File: src/rtl/axi_lite_read_arbiter_if.sv
// rtl/axi_lite_read_arbiter_if.sv - requester, AXI-Lite read and status signals of the read arbiter
interface axi_lite_read_arbiter_if #(
  parameter int NUM_REQ    = 5,
  parameter int ADDR_WIDTH = 32,
  parameter int DATA_WIDTH = 32
);
  logic [NUM_REQ*ADDR_WIDTH-1:0] req_addr_i;
  logic [NUM_REQ-1:0]            req_valid_i;
  logic [NUM_REQ-1:0]            req_ready_o;
  logic [DATA_WIDTH-1:0]         rsp_data_o;
  logic [NUM_REQ-1:0]            rsp_valid_o;
  logic [NUM_REQ-1:0]            rsp_ready_i;
  logic [ADDR_WIDTH-1:0]         ar_addr_o;
  logic                          ar_valid_o;
  logic                          ar_ready_i;
  logic [DATA_WIDTH-1:0]         r_data_i;
  logic [1:0]                    r_resp_i;
  logic                          r_valid_i;
  logic                          r_ready_o;
  logic                          outst_full_o;
  logic                          idle_o;
  logic                          err_o;

  // arbiter side
  modport master (
    input  req_addr_i, req_valid_i, rsp_ready_i, ar_ready_i, r_data_i, r_resp_i, r_valid_i,
    output req_ready_o, rsp_data_o, rsp_valid_o, ar_addr_o, ar_valid_o, r_ready_o,
           outst_full_o, idle_o, err_o
  );

  // requesters plus AXI-Lite slave side
  modport slave (
    output req_addr_i, req_valid_i, rsp_ready_i, ar_ready_i, r_data_i, r_resp_i, r_valid_i,
    input  req_ready_o, rsp_data_o, rsp_valid_o, ar_addr_o, ar_valid_o, r_ready_o,
           outst_full_o, idle_o, err_o
  );
endinterface

File: src/rtl/axi_lite_read_arbiter.sv
// rtl/axi_lite_read_arbiter.sv - round-robin sharing of one AXI-Lite read channel with in-order R routing
module axi_lite_read_arbiter #(
  parameter int NUM_REQ    = 5,
  parameter int ADDR_WIDTH = 32,
  parameter int DATA_WIDTH = 32,
  parameter int MAX_OUTST  = 4
) (
  input logic                      clk_i,
  input logic                      rst_i,
  axi_lite_read_arbiter_if.master  bus
);

  localparam int IDX_W = (NUM_REQ > 1) ? $clog2(NUM_REQ) : 1;
  localparam int PTR_W = $clog2(MAX_OUTST);
  localparam int CNT_W = $clog2(MAX_OUTST) + 1;

  localparam logic [IDX_W:0]   NUM_REQ_W = (IDX_W+1)'(NUM_REQ);
  localparam logic [IDX_W-1:0] LAST_IDX  = IDX_W'(NUM_REQ - 1);
  localparam logic [CNT_W-1:0] MAX_CNT   = CNT_W'(MAX_OUTST);

  // AR holding register and arbitration state
  logic                  ar_valid_q;
  logic [ADDR_WIDTH-1:0] ar_addr_q;
  logic [IDX_W-1:0]      rr_ptr_q;

  // Order FIFO: requester index per read, oldest at rd_ptr_q.
  // Occupancy equals count_q, so no separate fill level is kept.
  logic [IDX_W-1:0]      order_q [MAX_OUTST];
  logic [PTR_W-1:0]      wr_ptr_q;
  logic [PTR_W-1:0]      rd_ptr_q;
  logic [CNT_W-1:0]      count_q;
  logic                  err_q;

  logic                  slot_free;
  logic                  win_found;
  logic [IDX_W-1:0]      win_idx;
  logic [IDX_W:0]        cand;
  logic [ADDR_WIDTH-1:0] win_addr;
  logic                  accept;
  logic [NUM_REQ-1:0]    grant;
  logic                  fifo_empty;
  logic [IDX_W-1:0]      head;
  logic [NUM_REQ-1:0]    rsp_valid;
  logic                  r_ready;
  logic                  pop;

  assign slot_free  = !ar_valid_q || bus.ar_ready_i;
  assign accept     = slot_free && (count_q < MAX_CNT) && win_found;
  assign fifo_empty = (count_q == '0);
  assign head       = order_q[rd_ptr_q];
  assign pop        = bus.r_valid_i && r_ready && !fifo_empty;

  // Find the first valid requester scanning upward from rr_ptr, wrapping at NUM_REQ
  always_comb begin
    win_found = 1'b0;
    win_idx   = '0;
    cand      = '0;
    for (int i = 0; i < NUM_REQ; i++) begin
      cand = {1'b0, rr_ptr_q} + (IDX_W+1)'(i);
      if (cand >= NUM_REQ_W) begin
        cand = cand - NUM_REQ_W;
      end
      if (!win_found && bus.req_valid_i[cand[IDX_W-1:0]]) begin
        win_found = 1'b1;
        win_idx   = cand[IDX_W-1:0];
      end
    end
  end

  // Select the winner's address and form the one-hot ready
  always_comb begin
    win_addr = '0;
    grant    = '0;
    for (int k = 0; k < NUM_REQ; k++) begin
      if (win_idx == IDX_W'(k)) begin
        win_addr = bus.req_addr_i[k*ADDR_WIDTH +: ADDR_WIDTH];
        grant[k] = accept;
      end
    end
  end

  // Route the R beat to the oldest outstanding requester; drain stray beats
  always_comb begin
    rsp_valid = '0;
    r_ready   = 1'b1;
    if (!fifo_empty) begin
      r_ready = bus.rsp_ready_i[head];
      for (int k = 0; k < NUM_REQ; k++) begin
        rsp_valid[k] = bus.r_valid_i && (head == IDX_W'(k));
      end
    end
  end

  // AR register, round-robin pointer, FIFO pointers, in-flight count and sticky error
  always_ff @(posedge clk_i) begin
    if (rst_i) begin
      ar_valid_q <= 1'b0;
      ar_addr_q  <= '0;
      rr_ptr_q   <= '0;
      wr_ptr_q   <= '0;
      rd_ptr_q   <= '0;
      count_q    <= '0;
      err_q      <= 1'b0;
    end else begin
      if (accept) begin
        ar_valid_q <= 1'b1;
        ar_addr_q  <= win_addr;
        rr_ptr_q   <= (win_idx == LAST_IDX) ? '0 : win_idx + IDX_W'(1);
        wr_ptr_q   <= wr_ptr_q + PTR_W'(1);
      end else if (bus.ar_ready_i) begin
        ar_valid_q <= 1'b0;
      end

      if (pop) begin
        rd_ptr_q <= rd_ptr_q + PTR_W'(1);
      end

      case ({accept, pop})
        2'b10:   count_q <= count_q + CNT_W'(1);
        2'b01:   count_q <= count_q - CNT_W'(1);
        default: count_q <= count_q;
      endcase

      if ((bus.r_valid_i && r_ready && (bus.r_resp_i != 2'b00)) ||
          (bus.r_valid_i && fifo_empty)) begin
        err_q <= 1'b1;
      end
    end
  end

  // Order FIFO storage; stale entries are unreachable after reset, so no clear
  always_ff @(posedge clk_i) begin
    if (accept) begin
      order_q[wr_ptr_q] <= win_idx;
    end
  end

  assign bus.req_ready_o  = grant;
  assign bus.rsp_data_o   = bus.r_data_i;
  assign bus.rsp_valid_o  = rsp_valid;
  assign bus.r_ready_o    = r_ready;
  assign bus.ar_addr_o    = ar_addr_q;
  assign bus.ar_valid_o   = ar_valid_q;
  assign bus.outst_full_o = (count_q == MAX_CNT);
  assign bus.idle_o       = fifo_empty;
  assign bus.err_o        = err_q;

endmodule

File: src/flat_wrapper.sv
// flat-port wrapper written by rule: the top's interface ports become plain ports
module axi_lite_read_arbiter_flat 
#(
  parameter int NUM_REQ    = 5,
  parameter int ADDR_WIDTH = 32,
  parameter int DATA_WIDTH = 32,
  parameter int MAX_OUTST  = 4
)
  (clk_i, rst_i, bus_req_addr_i, bus_req_valid_i, bus_rsp_ready_i, bus_ar_ready_i, bus_r_data_i, bus_r_resp_i, bus_r_valid_i, bus_req_ready_o, bus_rsp_data_o, bus_rsp_valid_o, bus_ar_addr_o, bus_ar_valid_o, bus_r_ready_o, bus_outst_full_o, bus_idle_o, bus_err_o);
  axi_lite_read_arbiter_if #(.NUM_REQ(NUM_REQ), .ADDR_WIDTH(ADDR_WIDTH), .DATA_WIDTH(DATA_WIDTH)) bus_i ();
  input logic clk_i;
  input logic rst_i;
  input wire logic [$bits(bus_i.req_addr_i)-1:0] bus_req_addr_i;
  input wire logic [$bits(bus_i.req_valid_i)-1:0] bus_req_valid_i;
  input wire logic [$bits(bus_i.rsp_ready_i)-1:0] bus_rsp_ready_i;
  input wire logic [$bits(bus_i.ar_ready_i)-1:0] bus_ar_ready_i;
  input wire logic [$bits(bus_i.r_data_i)-1:0] bus_r_data_i;
  input wire logic [$bits(bus_i.r_resp_i)-1:0] bus_r_resp_i;
  input wire logic [$bits(bus_i.r_valid_i)-1:0] bus_r_valid_i;
  output wire logic [$bits(bus_i.req_ready_o)-1:0] bus_req_ready_o;
  output wire logic [$bits(bus_i.rsp_data_o)-1:0] bus_rsp_data_o;
  output wire logic [$bits(bus_i.rsp_valid_o)-1:0] bus_rsp_valid_o;
  output wire logic [$bits(bus_i.ar_addr_o)-1:0] bus_ar_addr_o;
  output wire logic [$bits(bus_i.ar_valid_o)-1:0] bus_ar_valid_o;
  output wire logic [$bits(bus_i.r_ready_o)-1:0] bus_r_ready_o;
  output wire logic [$bits(bus_i.outst_full_o)-1:0] bus_outst_full_o;
  output wire logic [$bits(bus_i.idle_o)-1:0] bus_idle_o;
  output wire logic [$bits(bus_i.err_o)-1:0] bus_err_o;
  assign bus_i.req_addr_i = bus_req_addr_i;
  assign bus_i.req_valid_i = bus_req_valid_i;
  assign bus_i.rsp_ready_i = bus_rsp_ready_i;
  assign bus_i.ar_ready_i = bus_ar_ready_i;
  assign bus_i.r_data_i = bus_r_data_i;
  assign bus_i.r_resp_i = bus_r_resp_i;
  assign bus_i.r_valid_i = bus_r_valid_i;
  assign bus_req_ready_o = bus_i.req_ready_o;
  assign bus_rsp_data_o = bus_i.rsp_data_o;
  assign bus_rsp_valid_o = bus_i.rsp_valid_o;
  assign bus_ar_addr_o = bus_i.ar_addr_o;
  assign bus_ar_valid_o = bus_i.ar_valid_o;
  assign bus_r_ready_o = bus_i.r_ready_o;
  assign bus_outst_full_o = bus_i.outst_full_o;
  assign bus_idle_o = bus_i.idle_o;
  assign bus_err_o = bus_i.err_o;
  axi_lite_read_arbiter #(.NUM_REQ(NUM_REQ), .ADDR_WIDTH(ADDR_WIDTH), .DATA_WIDTH(DATA_WIDTH), .MAX_OUTST(MAX_OUTST)) u_core (.clk_i(clk_i), .rst_i(rst_i), .bus(bus_i));
endmodule
File: config.mk
export PLATFORM = sky130hd
export DESIGN_NAME = axi_lite_read_arbiter_flat
export DESIGN_NICKNAME = d
export VERILOG_FILES = /design/src/rtl/axi_lite_read_arbiter_if.sv /design/src/rtl/axi_lite_read_arbiter.sv /design/src/flat_wrapper.sv
export SDC_FILE = /design/constraint.sdc
export NUM_CORES = 1
export LEC_CHECK = 0
export CAP_MARGIN = 20
export CORE_MARGIN = 3
export CORE_UTILIZATION = 37
export DETAILED_ROUTE_END_ITERATION = 8
export PLACE_DENSITY = 0.79
export SLEW_MARGIN = 20
export SYNTH_ARGS = -nofsm -noshare
export SYNTH_HDL_FRONTEND = slang
export SYNTH_SLANG_ARGS = --single-unit
export TNS_END_PERCENT = 50
File: constraint.sdc
create_clock -name clk_i -period 4.5 [get_ports clk_i]
set_input_delay 0.675 -clock clk_i [delete_from_list [all_inputs] [get_ports clk_i]]
set_output_delay 0.675 -clock clk_i [all_outputs]
set_load 0.01 [all_outputs]
==> results.cfg <==
[final_layout]
drive_above_1_share_pct = 24.8
seq_area_um2 = 1280
multi_input_area_um2 = 3710
diodes = 0
fill_cells = 1288
nNetsFinal = 1074
synthToLayoutAreaGrowth_pct = 53.5
final_util_pct = 58.1

[synth]
synth_area_leader_cell = dfxtp_1
synth_top_area_share_pct = 16.7
synth_area_leaders = dfxtp_1 17%, a22oi_2 6.6%, edfxtp_1 6.5%
ys_ff_latch = 58
yosysMostFrequentCell = nand2_1
synth_edf_count = 12
ys_seq_area_share_pct = 23.2
syn_inst = 626
synth_ff_type = dfxtp_1
syn_nets = 854
async_reset_ff_share_pct = 0
synth_area_um2 = 5520
ys_top_cells_by_count = 69 x nand2_1, 46 x dfxtp_1, 44 x o21ai_0
yosysWarnings = 0
avgSynthCellArea_um2 = 8.82
yosysUniqueCellTypes = 83

[cts]
tritoncts = yes
cts.sinks = 58
cts-root-buf = clkbuf_16
h-tree-depth = 3
numCtsBuffers = 9
clock_latency_ns = 0.34
clk_path_buf_depth = 2
hold_buffers = 0
path_clk_slew_ns = 0.06

[setup_path]
ff2ff_setup_slack_ns = 0.12
worstPathArrival_ns = 3.82
crit_type = reg2out
r2r_start = u_core.rr_ptr_q[0]$_SDFFE_PP0P_
cp.required_ns = 3.83
critPathCaptureType = output port
start_kind = flip-flop
rr_worst_depth = 19
reg2reg_to = u_core.bus.ar_addr_o[29]$_SDFFE_PP0P_
worst-path-max-fanout = 7

[route]
wl_per_cell_um = 19.1
drt-total-wl_um = 19800
drc = 0
drtIter0Drc = 327
drt_pass1_iterations = 4
num_vias = 5848
drtAntennaViolNets = 0
vias_per_cell = 5.65

[die]
rows = 44
coreArea_um2 = 14600
num_io_pins = 287
die_h_um = 128
dieArea_um2 = 16400
start_util_pct = 37.9
die_w_um = 128

[global_route]
grt_pass1_vias = 5928
grt_use_met2_pct = 39.1
busiest_layer = met2
grt_overflow_total = 0
use_met1_pct = 28.2
met3_usage_pct = 6.33
antenna_found_initial = 0
grt_pass1_wl_um = 30400
grt_max_degree = 42
grt.total_usage_pct = 23.1

[sta]
rsz0062_at_grt = true
max_slew_margin_pct = 54.0
max_slew.worst_pin.slew_ns = 0.688
setup_violations = 0
fin_crit_ns = 4.49
tns_ns = 0
hold_viol = 0
fin_worst_hold_slack_ns = 0.465
drv_slew = 0
fmax_mhz = 222
skew_ns = 0.00892
fin_crit_sh_pct = 99.9

[placed_design]
place_hpwl_um = 15000
port_buffers = 222
gp_congestion = 0.913

[power_and_ir_drop]
peakVddDrop_uv = 610
leakage_nw = 3.13
p_total_mw = 8.25
p_per_area_nw_per_um2 = 974

[worst_hold_path]
whs_path_depth = 1
hp-class = reg2reg
min_to = u_core.bus.ar_addr_o[0]$_SDFFE_PP0P_
hold_start = u_core.bus.ar_addr_o[0]$_SDFFE_PP0P_

[run]
maxCapViolations = 0

[outcome]
status = finished, final reports clean
[logic make-up after synthesis]
| logic type | count (synthesis) | synth area share [%] |
|---|---|---|
| AOI/OAI and AO/OA | 248 | 39.3 |
| DFF | 58 | 23.2 |
| xor gates and xnor gates | 8 | 1.27 |
| muxes | 15 | 4.49 |
| adders and majority gates | 20 | 4.80 |
| and+or+nand+nor | 166 | 14.8 |
| buffers and inverters | 111 | 12.1 |
[where the power goes]
group          internal, mW  leakage (nW)  switching, mW
registers             0.769         0.493          0.115
clock network         0.443         0.145          0.254
logic                  2.95          2.49           3.72
[routing by layer]
metal / wire length (um) / up-vias
li1: - / 2794
met1: 8100 / 2770
met2: 9690 / 248
met3: 1530 / 36
met4: 479 / 0
met5: 0 / -
[final cells by class]
class / count / share of cell area (%)
tap: 184 / 2.72
multi-input combinational: 457 / 43.8
clock buffer: 10 / 2.82
sequential: 58 / 15.1
clock inverter: 6 / 0.767
inverter: 22 / 1.06
timing repair buffer: 298 / 33.7
[critical path, cell delays in order, from the launching register on]
cell      delay, ns
dfxtp_2        0.34
inv_4          0.09
ha_2           0.21
inv_1          0.07
fa_2           0.43
buf_4          0.17
o211ai_1       0.24
a21oi_4        0.10
buf_4          0.16
nor4_4         0.30
buf_4          0.15
and2_4         0.13
and2b_1        0.17
a21o_1         0.20
ha_2           0.22
ha_4           0.18
and2_1         0.17
clkbuf_2       0.14
[timing repair]
item | 4_1_cts | 5_1_grt
pin swaps | 1 | 5
setup endpoints to repair | 6 | 37
gates resized for setup | 13 | 29
endpoints found under the hold margin | 0 | 0
setup buffers | 1 | 5
[sequential cells by signal, summed over array words and instances (netlist names), named ones only]
name / cells
u_core.bus.ar_addr_o: 32
u_core.order_q: 12
u_core.count_q: 3
u_core.rr_ptr_q: 3
u_core.rd_ptr_q: 2
u_core.wr_ptr_q: 2
u_core.bus.ar_valid_o: 1
u_core.bus.err_o: 1
[how the worst max path moves through the flow]
| stage | startpoint | end | slack (ns) |
|---|---|---|---|
| final | u_core.rr_ptr_q[0]$_SDFFE_PP0P_ | bus_req_ready_o[3] | 0.006 |
| after global routing | u_core.rr_ptr_q[0]$_SDFFE_PP0P_ | bus_req_ready_o[3] | -0.15 |
| after CTS | bus_req_valid_i[2] | bus_req_ready_o[3] | -0.23 |
| after detailed placement | bus_req_valid_i[1] | bus_req_ready_o[3] | -0.28 |
| after global placement | bus_req_valid_i[1] | bus_req_ready_o[3] | -0.26 |
| after floorplan | u_core.rr_ptr_q[0]$_SDFFE_PP0P_ | bus_req_ready_o[0] | -0.04 |
[cells in the final DEF (no fill, tap or decap), types with 14 or more instances in the layout]
| master | synthesis | routed |
|---|---|---|
| clkdlybuf4s50_1 | 0 | 214 |
| a21oi_1 | 20 | 18 |
| dfxtp_1 | 46 | 44 |
| a22oi_1 | 33 | 33 |
| o2bb2ai_2 | 21 | 21 |
| inv_1 | 17 | 17 |
| o31ai_1 | 32 | 32 |
| nand2_1 | 69 | 69 |
| buf_4 | 36 | 68 |
| o21ai_0 | 44 | 44 |
| a22oi_2 | 29 | 29 |
| nor2_1 | 32 | 28 |
| o221ai_1 | 14 | 14 |
[through the flow]
step,worst slack [ns],area (um2),instances
final,0.00559,8480,1035
after global routing,-0.154,8480,1035
after CTS,-0.229,8390,1030
after detailed placement,-0.284,8070,1013
after global placement,-0.257,8070,1013
after floorplan,-0.0435,5590,626
Power figures use the tool's default switching activity.
